File: src/rtl/fifo_pkg.sv
// Shared dual-clock FIFO definitions: default sizes, pointer type and Gray-code helpers
// used by both the write-side and read-side pointer blocks.
package fifo_pkg;

   localparam int FIFO_ADDRWIDTH = 9;
   localparam int FIFO_DWIDTH    = 8;
   localparam int CODE_W         = 32;

   typedef logic [FIFO_ADDRWIDTH:0] ptr_t;

   function automatic logic [CODE_W-1:0] bin2gray(input logic [CODE_W-1:0] bin);
      return bin ^ {1'b0, bin[CODE_W-1:1]};
   endfunction

   // Callers zero-extend narrower pointers; leading zeros leave the conversion unchanged.
   function automatic logic [CODE_W-1:0] gray2bin(input logic [CODE_W-1:0] gray);
      logic [CODE_W-1:0] bin;
      bin[CODE_W-1] = gray[CODE_W-1];
      for (int i = CODE_W - 2; i >= 0; i--) begin
         bin[i] = bin[i+1] ^ gray[i];
      end
      return bin;
   endfunction

endpackage

File: src/rtl/fifo_sync_2ff.sv
// Two-flop synchroniser for a Gray-coded pointer crossing into the local clock domain.
module fifo_sync_2ff #(
   parameter int WIDTH = 1
) (
   input  logic             clk,
   input  logic             rst_n,
   input  logic [WIDTH-1:0] d,
   output logic [WIDTH-1:0] q
);

   logic [WIDTH-1:0] meta_r;

   // Metastability stage followed by the stage the local logic consumes.
   always_ff @(posedge clk or negedge rst_n) begin
      if (!rst_n) begin
         meta_r <= '0;
         q      <= '0;
      end else begin
         meta_r <= d;
         q      <= meta_r;
      end
   end

endmodule

File: src/rtl/fifo_wptr_full.sv
// Write-side pointer and full-flag stage of the dual-clock FIFO.
// Optional almost_full output is built only when ALMOST_FULL_EN is defined.
module fifo_wptr_full
   import fifo_pkg::*;
#(
   parameter int ADDRWIDTH = FIFO_ADDRWIDTH,
   parameter int AF_MARGIN = 4
) (
   input  logic                 wclk,
   input  logic                 wrst_n,
   input  logic                 w_enable,
   input  logic [ADDRWIDTH:0]   rptr_gray,
   output logic [ADDRWIDTH-1:0] waddr,
   output logic [ADDRWIDTH:0]   wptr_gray,
   output logic                 full,
   output logic [ADDRWIDTH:0]   wcount
`ifdef ALMOST_FULL_EN
   ,
   output logic                 almost_full
`endif
);

   localparam int PW    = ADDRWIDTH + 1;
   localparam int DEPTH = 1 << ADDRWIDTH;

   if (AF_MARGIN < 1 || AF_MARGIN >= DEPTH) begin : g_bad_margin
      $error("fifo_wptr_full: AF_MARGIN out of range");
   end

   logic [ADDRWIDTH:0] wbin_r;
   logic [ADDRWIDTH:0] rq2_s;
   logic [ADDRWIDTH:0] wbin_next_s;
   logic [ADDRWIDTH:0] wgray_next_s;
   logic [ADDRWIDTH:0] rbin_s;
   logic [ADDRWIDTH:0] wcount_next_s;
   logic               inc_s;
   logic               full_next_s;

   fifo_sync_2ff #(
      .WIDTH (PW)
   ) u_rptr_sync (
      .clk   (wclk),
      .rst_n (wrst_n),
      .d     (rptr_gray),
      .q     (rq2_s)
   );

   assign waddr = wbin_r[ADDRWIDTH-1:0];

   // Next pointer and flag terms from the current pointer and the synchronised read pointer.
   always_comb begin
      inc_s         = w_enable & ~full;
      wbin_next_s   = wbin_r + PW'(inc_s);
      wgray_next_s  = PW'(bin2gray(CODE_W'(wbin_next_s)));
      rbin_s        = PW'(gray2bin(CODE_W'(rq2_s)));
      wcount_next_s = wbin_next_s - rbin_s;
      full_next_s   = (wgray_next_s == {~rq2_s[ADDRWIDTH:ADDRWIDTH-1], rq2_s[ADDRWIDTH-2:0]});
   end

   // Pointer, Gray pointer and write-side flags; full only clears once rq2 moves.
   always_ff @(posedge wclk or negedge wrst_n) begin
      if (!wrst_n) begin
         wbin_r    <= '0;
         wptr_gray <= '0;
         full      <= 1'b0;
         wcount    <= '0;
      end else begin
         wbin_r    <= wbin_next_s;
         wptr_gray <= wgray_next_s;
         full      <= full_next_s;
         wcount    <= wcount_next_s;
      end
   end

`ifdef ALMOST_FULL_EN
   logic almost_full_next_s;

   assign almost_full_next_s = (wcount_next_s >= PW'(DEPTH - AF_MARGIN));

   // Early warning flag, a superset of full.
   always_ff @(posedge wclk or negedge wrst_n) begin
      if (!wrst_n) begin
         almost_full <= 1'b0;
      end else begin
         almost_full <= almost_full_next_s;
      end
   end
`endif

endmodule

File: config.mk
export PLATFORM = sky130hd
export DESIGN_NAME = fifo_wptr_full
export DESIGN_NICKNAME = d
export VERILOG_FILES = /design/src/rtl/fifo_pkg.sv /design/src/rtl/fifo_sync_2ff.sv /design/src/rtl/fifo_wptr_full.sv
export SDC_FILE = /design/constraint.sdc
export NUM_CORES = 1
export LEC_CHECK = 0
export BUFFER_PORTS_ARGS = -buffer_cell sky130_fd_sc_hd__buf_2
export CAP_MARGIN = 20
export CORE_ASPECT_RATIO = 0.8
export CORE_MARGIN = 2
export CORE_UTILIZATION = 49
export CTS_CLUSTER_DIAMETER = 150
export CTS_CLUSTER_SIZE = 12
export DETAILED_ROUTE_END_ITERATION = 10
export PLACE_DENSITY = 0.75
export SKIP_LAST_GASP = 1
export SLEW_MARGIN = 20
export SYNTH_ARGS = -nofsm -noshare
export SYNTH_HDL_FRONTEND = slang
export SYNTH_SLANG_ARGS = --single-unit
File: constraint.sdc
create_clock -name wclk -period 3.4 [get_ports wclk]
set_input_delay 0 -clock wclk [delete_from_list [all_inputs] [get_ports wclk]]
set_output_delay 0 -clock wclk [all_outputs]
set_load 0.005 [all_outputs]
==> results of run 1 <==
cell usage after synthesis, types with 2 or more instances:
master,count
nand2_1,6
xnor3_1,2
and3_1,4
ha_1,11
a31oi_1,3
dfrtp_1,50
nor2b_1,2
and2_1,3
nor3_1,2
and4_1,2
xor2_2,4
nand3_1,6
inv_1,15
a21oi_1,4
a21o_1,3
xnor2_1,23
xor2_1,16
o21ai_0,3
or3_1,2
mux2i_1,2
nor2_1,2
cells by family (layout without fill, tap and decap cells):
group,count (synthesis),after routing
AND/OR/NAND/NOR,30,30
buffers and inverters,15,88
flip-flops,50,50
adder cells (fa/ha/maj),12,12
AO/OA/AOI/OAI,16,16
multiplexers,2,2
XOR/XNOR,47,47
worst paths after layout:
kind / from / end / slack, ns / depth (start not counted)
max: u_rptr_sync.q[9]$_DFF_PN0_ / wcount[8]$_DFF_PN0_ / -0.09 / 15
min in group asynchronous: wrst_n / wcount[3]$_DFF_PN0_ / 0.25 / 2
min reg2reg: u_rptr_sync.meta_r[3]$_DFF_PN0_ / u_rptr_sync.q[3]$_DFF_PN0_ / 0.35 / 0
max in group asynchronous: wrst_n / u_rptr_sync.q[3]$_DFF_PN0_ / 2.75 / 2
min: w_enable / wbin_r[0]$_DFF_PN0_ / 0.20 / 3
max reg2reg: u_rptr_sync.q[9]$_DFF_PN0_ / wcount[8]$_DFF_PN0_ / -0.09 / 15
through the flow:
stage | cells | power, W | hold slack [ns] | setup slack [ns] | area [µm²]
2_1_floorplan | 172 | 0.00160 | -0.296 | 0.0396 | 2260
3_3_place_gp | 279 | 0.00192 | 0.108 | 0.0173 | 2580
3_5_place_dp | 279 | 0.00197 | 0.109 | -0.141 | 2580
4_1_cts | 302 | 0.00242 | 0.216 | -0.0124 | 2840
5_1_grt | 305 | 0.00267 | 0.279 | -0.266 | 2900
6_report | 305 | 0.00248 | 0.200 | -0.0887 | 2900
state kept, by name (all words and copies together), names as in the netlist:
| signal | flops |
|---|---|
| full | 1 |
| u_rptr_sync.meta_r | 10 |
| u_rptr_sync.q | 10 |
| wbin_r | 10 |
| wcount | 10 |
| wptr_gray | 9 |
routing by layer:
metal	routed length, µm	part of all wire (%)	vias up	global-route usage, %
li1	-	-	705	-
met1	1900	47	697	22.7
met2	1920	48	32	26.7
met3	142	3.5	6	3.62
met4	56	1.4	0	6.14
met5	0	0	-	0
area by class of cell:
| class | instances | area share, % |
|---|---|---|
| inverters | 15 | 1.94 |
| multi-input cells | 107 | 34.2 |
| clock buffers | 5 | 2.37 |
| flip-flops and latches | 50 | 43.1 |
| repair buffers | 65 | 14.2 |
| well taps | 60 | 2.59 |
| clock inverters | 3 | 1.55 |
critical path, delay by kind of cell (launching register included):
family                   cells  cell delay, ns
XOR/XNOR                     7            1.66
adder cells (fa/ha/maj)      2            0.59
flip-flops                   1            0.39
AO/OA/AOI/OAI                5            0.70
buffers and inverters        1            0.05
power by group through the flow:
stage	Sequential, W	Combinational, W	Clock (W)
3_5_place_dp	0.000857	0.00111	0
3_3_place_gp	0.000849	0.00107	0
4_1_cts	0.000846	0.00115	0.000425
5_1_grt	0.000860	0.00135	0.000458
2_1_floorplan	0.000864	0.000732	0
6_report	0.000845	0.00122	0.000412
what timing repair did:
item	CTS	global route
resized for setup	1	8
pin swaps	8	13
setup endpoints to repair	3	4
hold endpoints to repair	60	0
buffers inserted	4	3
hold buffers	11	0
==> flow_summary.ini, run 1 <==
[logic_synthesis]
synth-warning-count = 0
syn_nets = 197
synth-compound-area-share_pct = 4.56
ys_ff_latch = 50
synthCells = 172
synthArstFlopShare_pct = 100
ys_seq_area_share_pct = 55.6
synthAdderAreaFrac_pct = 7.01
synth_edf_count = 0
synth-xor-area-share_pct = 22.2
synth_mux_area_share_pct = 0.890
synthTopCellsByArea = dfrtp_1 (56%), xnor2_1 (9.0%), xor2_1 (6.2%)
syn_area_per_cell_um2 = 13.1
synth.largest_area_cell = dfrtp_1
synth_top_area_share_pct = 55.6
synth_cell_types = 28
syn_area_mm2 = 0.00225
synth_simple_gate_area_share_pct = 7.23
synth-main-ff-cell = dfrtp_1
synth_top_family_by_area = XOR/XNOR gates

[global_route]
grt_max_degree = 51
grt_pass1_wl_um = 6420
grt_usage_pct = 16.7
antenna_found_initial = 0
overflow = 0
grt_pass1_vias = 1378

[sta]
fin_crit_ns = 3.49
tns_ns = -0.121
hold_viol_final = 0
finalMaxSlewViolations = 0
rsz0062_at_grt = true
worst_clock_skew_ns = 0.00681
fmax_mhz = 287
fin_ws_ns = -0.0887
finalSetupViolations = 2
tightest_slew_ns = 0.601
min_period_over_period_pct = 103
relSlewSlack_pct = 60.0

[critical_path]
max_stage_delay_ns = 0.49
slowest_stage = xnor3_2
critPathRequiredTime_ns = 3.59
crit_fanout = 3
arrival_ns = 3.68
path_cells = xnor3_2, xor2_4, xor2_2, xor2_2, xor2_2, xnor2_1, ha_2, inv_2, fa_2, a21o_1, a21oi_2, o21ai_1, a21oi_2, o21ai_1, xor2_1
crit_path_start_kind = flop
endpoint_kind = flop
critPathKind = reg -> reg
cpMostUsedCell = xor2_2

[final_layout]
area_growth_pct = 28.9
post-route-util_pct = 64.2
drive_gt1_share_pct = 31.4
seqCellArea_mm2 = 0.00125
antennaDiodeCount = 0
multi_input_area_um2 = 991
nets = 269
fillers = 358
final_cell_mix = dfrtp_1 (50), buf_2 (41), xnor2_1 (21)
final_common_cell = dfrtp_1

[flow_run]
maxCapViolCount = 0

[routing]
viasPerCell = 4.72
first_pass_iters = 4
ant_nets = 0
drt-total-wl_um = 4030
drtIter0Drc = 60
drc_errors = 0
wl_per_cell_um = 13.2
routed-via-count = 1440

[power_and_ir_drop]
ir_drop_mv = 0.361
switching_power_w = 0.000891
pwr-share-seq_pct = 34.1
clkPwrFrac_pct = 16.6
power-per-cell-area_mw_per_mm2 = 853
switching_share_pct = 36.0
p_leak_nw = 1.45
p_int_w = 0.00158
p_comb_share_pct = 49.2

[outcome]
status = finished, violations left
violations = setup timing

[floorplanning]
die-height_um = 64.6
coreArea_mm2 = 0.00451
die_w_um = 79.8
ios = 43
die_area_mm2 = 0.00515
rows = 22
start_util_pct = 49.8

[cts]
clock_sinks = 50
clockBufferDepth = 2
cts.clk_slew.worst_paths_ns = 0.09
numCtsBuffers = 5
cts_root_buf = clkbuf_8
htreeDepth = 2
cts_tree = done
clock_latency_ns = 0.30

[place]
place_hpwl_um = 2940
gp_congestion = 0.813
portBuffers = 42

[worst_hold_path]
hold_path.class = in -> reg
Note: power is estimated with default switching activity, not from simulation.
==> run 2: changes to the inputs <==
Settings changed: CORE_UTILIZATION 49 to 25, CTS_BUF_LIST set to sky130_fd_sc_hd__clkbuf_2 sky130_fd_sc_hd__clkbuf_4 sky130_fd_sc_hd__clkbuf_8, PLACE_DENSITY 0.75 to unset.
Clock period 3.4 ns to 4.4 ns, I/O delays scaled along.
==> flow_summary.ini, run 2 (same netlist as run 1, synthesis figures left out) <==
[outcome]
status = finished, final reports clean

[cts]
postCtsHoldBufs = 11
post_cts_buffers = 0
cts_root_buf = clkbuf_8
clock_sinks = 50
clock_latency_ns = 0.30
cts_tree = done
post_cts_resized = 0
clockBufferDepth = 2
cts.clk_slew.worst_paths_ns = 0.09
htreeDepth = 2
numCtsBuffers = 5

[final_layout]
final_cell_mix = dfrtp_1 (50), buf_2 (41), xnor2_1 (23)
final_common_cell = dfrtp_1
drive_gt1_share_pct = 24.0
nets = 257
fillers = 856
area_growth_pct = 25.5
antennaDiodeCount = 0

[global_route]
grt_usage_pct = 10.0
grt_pass1_wl_um = 7160
grt_pass1_vias = 1400
overflow = 0
antenna_found_initial = 0
grt_max_degree = 51

[power_and_ir_drop]
total_power_w = 0.00177
ir_drop_mv = 0.184
p_leak_nw = 1.38
power-per-cell-area_mw_per_mm2 = 627

[routing]
wl_per_cell_um = 12.7
first_pass_iters = 4
drtIter0Drc = 63
ant_nets = 0
drc_errors = 0
routed-via-count = 1400
viasPerCell = 4.06
drt-total-wl_um = 4390

[floorplanning]
start_util_pct = 26.2
rows = 30
coreArea_mm2 = 0.00860
die_w_um = 110
die_area_mm2 = 0.00978
die-height_um = 88.8
ios = 43

[place]
gp_congestion = 0.716
place_hpwl_um = 3390
portBuffers = 42

[worst_hold_path]
hold_path.class = in -> reg

[flow_run]
maxCapViolCount = 0

[sta]
worst_clock_skew_ns = 0.00310
finalMaxSlewViolations = 0
rsz0062_at_grt = false
min_period_over_period_pct = 86.0
fmax_mhz = 264
finalSetupViolations = 0
hold_viol_final = 0
relSlewSlack_pct = 58.5
tns_ns = 0
tightest_slew_ns = 0.623
fin_crit_ns = 3.78

[critical_path]
arrival_ns = 3.97
endpoint_kind = flop
critPathKind = reg -> reg
critPathRequiredTime_ns = 4.58
crit_path_start_kind = flop
crit_fanout = 4
-- run 2: critical path, stage by stage, from the launching register on --
cell and delay [ns]:
dfrtp_1 0.40, xnor3_2 0.48, xor2_2 0.21, xor2_2 0.22, xor2_2 0.23, xor2_2 0.29
xnor2_1 0.17, ha_1 0.19, inv_1 0.05, fa_1 0.40, a21o_1 0.19, a21oi_1 0.21
o21ai_0 0.10, a21oi_1 0.21, o21ai_0 0.16, xor2_1 0.16
-- run 2: final timing paths --
| kind | slack, ns | cells after the start | end | startpoint |
|---|---|---|---|---|
| setup / recovery | 0.62 | 15 | wcount[8]$_DFF_PN0_ | u_rptr_sync.q[9]$_DFF_PN0_ |
| hold / removal | 0.21 | 3 | wbin_r[0]$_DFF_PN0_ | w_enable |
| setup reg to reg | 0.62 | 15 | wcount[8]$_DFF_PN0_ | u_rptr_sync.q[9]$_DFF_PN0_ |
| hold reg to reg | 0.35 | 0 | u_rptr_sync.q[4]$_DFF_PN0_ | u_rptr_sync.meta_r[4]$_DFF_PN0_ |
| max in group asynchronous | 3.72 | 2 | wbin_r[1]$_DFF_PN0_ | wrst_n |
| min in group asynchronous | 0.26 | 2 | u_rptr_sync.meta_r[0]$_DFF_PN0_ | wrst_n |
-- run 2: layer usage --
| metal | up-vias | routed length, µm | GRT usage [%] |
|---|---|---|---|
| met5 | - | 0 | 0 |
| met4 | 0 | 65 | 3.45 |
| met3 | 7 | 328 | 3.24 |
| met2 | 39 | 1740 | 13.6 |
| met1 | 674 | 2270 | 14.8 |
| li1 | 680 | - | - |
-- run 2: cell type report --
class,count,area (µm²),area share (%)
tap,112,140,4.96
timing repair buffer,53,323,11.4
sequential,50,1250,44.3
clock buffer,8,110,3.90
inverter,15,56.3,1.99
multi-input combinational,107,942,33.4
-- run 2: power by group --
group / internal, W / switching [W] / leakage, nW
sequential: 0.000587 / 0.0000688 / 0.595
combinational: 0.000386 / 0.000425 / 0.730
clock: 0.000159 / 0.000145 / 0.0575
total: 0.00113 / 0.000639 / 1.38
-- run 2: per-stage QoR --
stage / cell area, µm² / hold WS (ns) / util, % / worst slack [ns] / cells
finish: 2820 / 0.214 / 32.8 / 0.618 / 345
global route: 2820 / 0.216 / 32.8 / 0.389 / 345
CTS: 2820 / 0.203 / 32.8 / 0.586 / 345
detailed placement: 2600 / 0.109 / 30.2 / 0.624 / 326
global placement: 2600 / 0.110 / 30.2 / 0.775 / 326
floorplan: 2250 / -0.296 / - / 0.932 / 172
